`src/rtl/sync_fifo_pkg.sv`:
```
// Default geometry shared by the FIFO top and its storage array.
package sync_fifo_pkg;
   localparam int DEFAULT_DATA_BITS  = 8;
   localparam int DEFAULT_DEPTH_BITS = 2;
endpackage

```
`src/rtl/sync_fifo_ram.sv`:
```
// Register array for sync_fifo: one synchronous write port, one asynchronous read port.
module sync_fifo_ram
   import sync_fifo_pkg::*;
#(
   parameter int DATA_BITS  = DEFAULT_DATA_BITS,
   parameter int DEPTH_BITS = DEFAULT_DEPTH_BITS
) (
   input  logic                  clock,
   input  logic                  write_en,
   input  logic [DEPTH_BITS-1:0] write_addr,
   input  logic [DATA_BITS-1:0]  write_data,
   input  logic [DEPTH_BITS-1:0] read_addr,
   output logic [DATA_BITS-1:0]  read_data
);
   logic [DATA_BITS-1:0] mem [2**DEPTH_BITS];

   // Contents are deliberately not reset; the pointers alone define validity.
   always_ff @(posedge clock) begin
      if (write_en) begin
         mem[write_addr] <= write_data;
      end
   end

   assign read_data = mem[read_addr];
endmodule

```
`src/rtl/sync_fifo.sv`:
```
// Single-clock first-word-fall-through FIFO with overflow/underflow error pulses.
// Optional level_o output is enabled by defining FIFO_LEVEL_EN.
module sync_fifo
   import sync_fifo_pkg::*;
#(
   parameter int DATA_BITS  = DEFAULT_DATA_BITS,
   parameter int DEPTH_BITS = DEFAULT_DEPTH_BITS
) (
   input  logic                 clock,
   input  logic                 reset,
   input  logic                 write_i,
   input  logic [DATA_BITS-1:0] write_data_i,
   output logic                 write_ready_o,
   input  logic                 read_i,
   output logic [DATA_BITS-1:0] read_data_o,
   output logic                 read_ready_o,
`ifdef FIFO_LEVEL_EN
   output logic [DEPTH_BITS:0]  level_o,
`endif
   output logic                 error_underflow_o,
   output logic                 error_overflow_o
);
   localparam int PTR_BITS = DEPTH_BITS + 1;

   logic [PTR_BITS-1:0] wr_ptr;
   logic [PTR_BITS-1:0] rd_ptr;
   logic                empty;
   logic                full;
   logic                write_accept;
   logic                read_accept;

   // The extra MSB distinguishes full from empty when the low bits match.
   assign empty = (wr_ptr == rd_ptr);
   assign full  = (wr_ptr[DEPTH_BITS-1:0] == rd_ptr[DEPTH_BITS-1:0]) &&
                  (wr_ptr[DEPTH_BITS] != rd_ptr[DEPTH_BITS]);

   // A read frees a slot in the same cycle, so a write into a full FIFO is fine alongside it.
   assign write_accept = write_i & (~full | read_i);
   assign read_accept  = read_i & ~empty;

   always_ff @(posedge clock or posedge reset) begin
      if (reset) begin
         wr_ptr <= '0;
         rd_ptr <= '0;
      end else begin
         if (write_accept) begin
            wr_ptr <= wr_ptr + PTR_BITS'(1);
         end
         if (read_accept) begin
            rd_ptr <= rd_ptr + PTR_BITS'(1);
         end
      end
   end

   sync_fifo_ram #(
      .DATA_BITS  (DATA_BITS),
      .DEPTH_BITS (DEPTH_BITS)
   ) u_ram (
      .clock      (clock),
      .write_en   (write_accept),
      .write_addr (wr_ptr[DEPTH_BITS-1:0]),
      .write_data (write_data_i),
      .read_addr  (rd_ptr[DEPTH_BITS-1:0]),
      .read_data  (read_data_o)
   );

   assign write_ready_o     = ~full;
   assign read_ready_o      = ~empty;
   assign error_underflow_o = read_i & empty;
   assign error_overflow_o  = write_i & full & ~read_i;

`ifdef FIFO_LEVEL_EN
   assign level_o = wr_ptr - rd_ptr;
`endif
endmodule

```
`config.mk`:
```
export PLATFORM = sky130hd
export DESIGN_NAME = sync_fifo
export DESIGN_NICKNAME = d
export VERILOG_FILES = /design/src/rtl/sync_fifo_pkg.sv /design/src/rtl/sync_fifo_ram.sv /design/src/rtl/sync_fifo.sv
export SDC_FILE = /design/constraint.sdc
export NUM_CORES = 1
export LEC_CHECK = 0
export BUFFER_PORTS_ARGS = -buffer_cell sky130_fd_sc_hd__buf_2
export CORE_MARGIN = 10
export CORE_UTILIZATION = 35
export DETAILED_ROUTE_END_ITERATION = 10
export GPL_TIMING_DRIVEN = 0
export PLACE_DENSITY = 0.63
export SYNTH_ARGS = -nofsm -noshare
export SYNTH_HDL_FRONTEND = slang
export SYNTH_SLANG_ARGS = --single-unit
```
`constraint.sdc`:
```
create_clock -name clock -period 2.35 [get_ports clock]
set_clock_uncertainty 0.2 [all_clocks]
set_input_delay 0.47 -clock clock [delete_from_list [all_inputs] [get_ports clock]]
set_output_delay 0.47 -clock clock [all_outputs]
set_load 0.05 [all_outputs]
```
==> impl_results.md <==
- Type of the worst setup path: reg2out
- EDFF count, synth: 32
- Total instance count after detailed placement: ~160
- Dpl cell area: roughly 1800 um^2
- Vias in the first global route: ~970
- RePlAce Congestion: 0.7719
- Root Buffer: sky130_fd_sc_hd__clkbuf_8
- Fraction of layout cells with a size suffix above 1: ~50%
- Classification of the worst-slack hold path: in2reg
- Die Span X: just under 90 um
- Max H-tree Level: 2
- Synthesized Nets: 100
- Multi-input combinational cell area: about 490 um^2
- Io pins: 24
- Worst hold path depth: 1
- Grt total ovfl: 0
- Post-route ant nets: 0
- Maximum achievable frequency: 0.3991 GHz
- Proportion of netlist area held by the largest area contributor: between 50% and 60%
- Final-report max-slew violation count: 0
- Final period utilization: 106.6%
- Number of distinct library cell variants in the gate-level netlist after synthesis: 22
- ANT cells: 0
- Total routed wirelength: 3.144 mm
- Slew at the pin with the worst max-slew slack: 0.5263 ns
- Final number of hold-violating endpoints: 0
- Core Util, Final: a little under half
- Antenna violations before repair: 0
- Startpoint of the tightest hold check path: write_data_i[1]
- Hold Path End: u_ram.mem[3][1]$_DFFE_PP_
- Remaining routing DRC violations: 0
- Register area: between 1000 and 1500 um^2
- Dominant register cell in the synthesized netlist: sky130_fd_sc_hd__edfxtp_1
- Post-route cell area: approximately 2100 um^2
- Number of iterations in the first detailed-routing pass: 4
- Setup slack of the most critical reg-to-reg path: approximately 0.030 ns
- Insertion delay of the later-clocked pin in the worst-skew pair: approximately 0.28 ns
- Total CTS buffers: 5
- Starting density of the core: a little under two fifths
- Post-synthesis async set-or-reset flop share: 15.79%
- Total vias in the final route: 872
- Violations in the final reports: negative setup slack
- I/O Buffers: 23
- Area of the die: 7867 um^2
- Post-synthesis instance area: 1652 um^2
- Final min period: approximately 2.5 ns
- Largest net degree at the start of global routing: 13
- Post-DR vias/cell: just under 5
- CP startpoint kind: flop
- Worst R2R End: u_ram.mem[1][3]$_DFFE_PP_
- Slew margin rel.: between 60% and 70%
- Maximum clock path buffer count: 2
- Reg2Reg Launch Point: rd_ptr[1]$_DFFE_PP0P_
- Max-capacitance violation count: 0
- Crit path setup slack, layout: -0.1559 ns
- Detailed placement HPWL: 1.992 mm
- Reg2reg path depth: 6
- Min Hold Slack: 0.1972 ns
- Initial DRC Count: between 40 and 50
- Ranking of synthesized cells by instance count: sky130_fd_sc_hd__edfxtp_1, sky130_fd_sc_hd__mux4_1, sky130_fd_sc_hd__dfrtp_1
- Sink Count: 38
- Critical path required time: between 1.5 and 2 ns
- Leading cell types by total area after synthesis: sky130_fd_sc_hd__edfxtp_1, sky130_fd_sc_hd__mux4_1, sky130_fd_sc_hd__dfrtp_1, sky130_fd_sc_hd__ha_1, sky130_fd_sc_hd__xnor2_1
- Avg Synthesized Cell Area: ~20 um^2
- Gate count after technology mapping: 83
- Number of standard cells in the layout, taps in and fillers out: approximately 180
- Kind of capture point of the worst setup path: output pin
- Most instantiated library cell after synthesis: sky130_fd_sc_hd__edfxtp_1
- Number of fill cells: roughly 380
- CTS tree: done
- Placeable core area: roughly 4500 um^2
- Status: finished with violations
- Detailed-route wire length per cell: approximately 18 um
- Number of flip-flops and latches in the synthesized netlist: 38
- Setup repair after global routing missed its margin: true
- Synth-to-Final Area Change: 28.18%
- Post-synthesis sequential area ratio: between 60% and 70%
- Worst Path Arrival: 1.84 ns
- Tot GR Track Use: roughly 8.5%
- Cell taking the most area after synthesis: sky130_fd_sc_hd__edfxtp_1
- Synth Warn #: 0
- Number of placement rows: 24
- Final setup violation count: 5
- Global-route wire length before repair: ~4.9 mm
- Height of the die: 88.70 um
- Final Net Count: 143
- Clock-pin slew on the worst setup and hold paths: ~0.08 ns
- CP max FO: 4
-- cell type report --
class / count / area share [%]
sequential: 38 / 52.48
multi-input combinational: 39 / 23.23
timing repair buffer: 36 / 15.01
clock buffer: 5 / 3.251
tap: 52 / 3.073
buffer: 2 / 1.478
clock inverter: 3 / 0.7683
inverter: 4 / 0.7092
-- what timing repair did --
item                                   CTS  global route
setup endpoints to repair                3             8
setup buffers                            5             7
hold buffers                             1             0
resized for setup                       31             6
pin swaps                                1             2
endpoints found under the hold margin    6             0
-- registers in the layout, indices dropped and copies added (netlist names) --
name / flops
u_ram.mem: 32
rd_ptr: 3
wr_ptr: 3
-- cell families (layout without fill, tap and decap cells) --
family,after synthesis,after routing,share of synthesized area [%]
flip-flops,38,38,67.27
AND/OR/NAND/NOR,12,12,4.697
multiplexers,10,10,14.09
XOR/XNOR,7,7,5.303
buffers and inverters,6,50,2.272
adder cells (fa/ha/maj),5,5,3.788
AO/OA/AOI/OAI,5,5,2.576
-- cells in the final DEF, fill, tap and decap left out, drive strengths merged, types with 3 or more instances in the layout --
master	synthesis	routed
buf	2	37
edfxtp	32	32
and3	5	5
inv	4	4
dfrtp	6	6
xor2	3	3
ha	5	5
clkbuf	0	5
xnor2	4	4
mux4	8	8
-- metrics by stage --
stage	setup slack [ns]	TNS, ns
2_1_floorplan	0.002088	0
3_3_place_gp	0.02133	0
3_5_place_dp	-0.002924	-0.002924
4_1_cts	-0.1511	-0.1511
5_1_grt	-0.2108	-0.9778
6_report	-0.1559	-0.1876
-- how the worst max path moves through the flow --
stage	from	to	slack, ns	cells after the start
3_5_place_dp	rd_ptr[1]$_DFFE_PP0P_	error_overflow_o	-0.003	5
6_report	rd_ptr[1]$_DFFE_PP0P_	error_overflow_o	-0.16	5
4_1_cts	rd_ptr[1]$_DFFE_PP0P_	error_overflow_o	-0.15	5
5_1_grt	rd_ptr[1]$_DFFE_PP0P_	error_overflow_o	-0.21	5
3_3_place_gp	rd_ptr[1]$_DFFE_PP0P_	error_overflow_o	0.02	5
2_1_floorplan	rd_ptr[1]$_DFFE_PP0P_	error_overflow_o	0.002	4
-- worst max-delay path, cell delays in order (launching register included) --
cell,delay (ns)
sky130_fd_sc_hd__dfrtp_1,0.39
sky130_fd_sc_hd__buf_6,0.14
sky130_fd_sc_hd__xor2_4,0.18
sky130_fd_sc_hd__or4_4,0.55
sky130_fd_sc_hd__nor2_4,0.14
sky130_fd_sc_hd__buf_8,0.15
-- per-layer routing --
metal,up-vias,wire [um],share of wire (%),GRT usage [%]
met5,-,0,0,0
met4,0,31,0.99,2.643
met3,5,227,7.2,4.596
met2,23,1557,50,13.96
met1,433,1327,42,9.151
li1,411,-,-,-
Power is left out: the tool's default activity adds up to more than one toggle a clock period on the data nets, which glitch-free logic cannot reach.
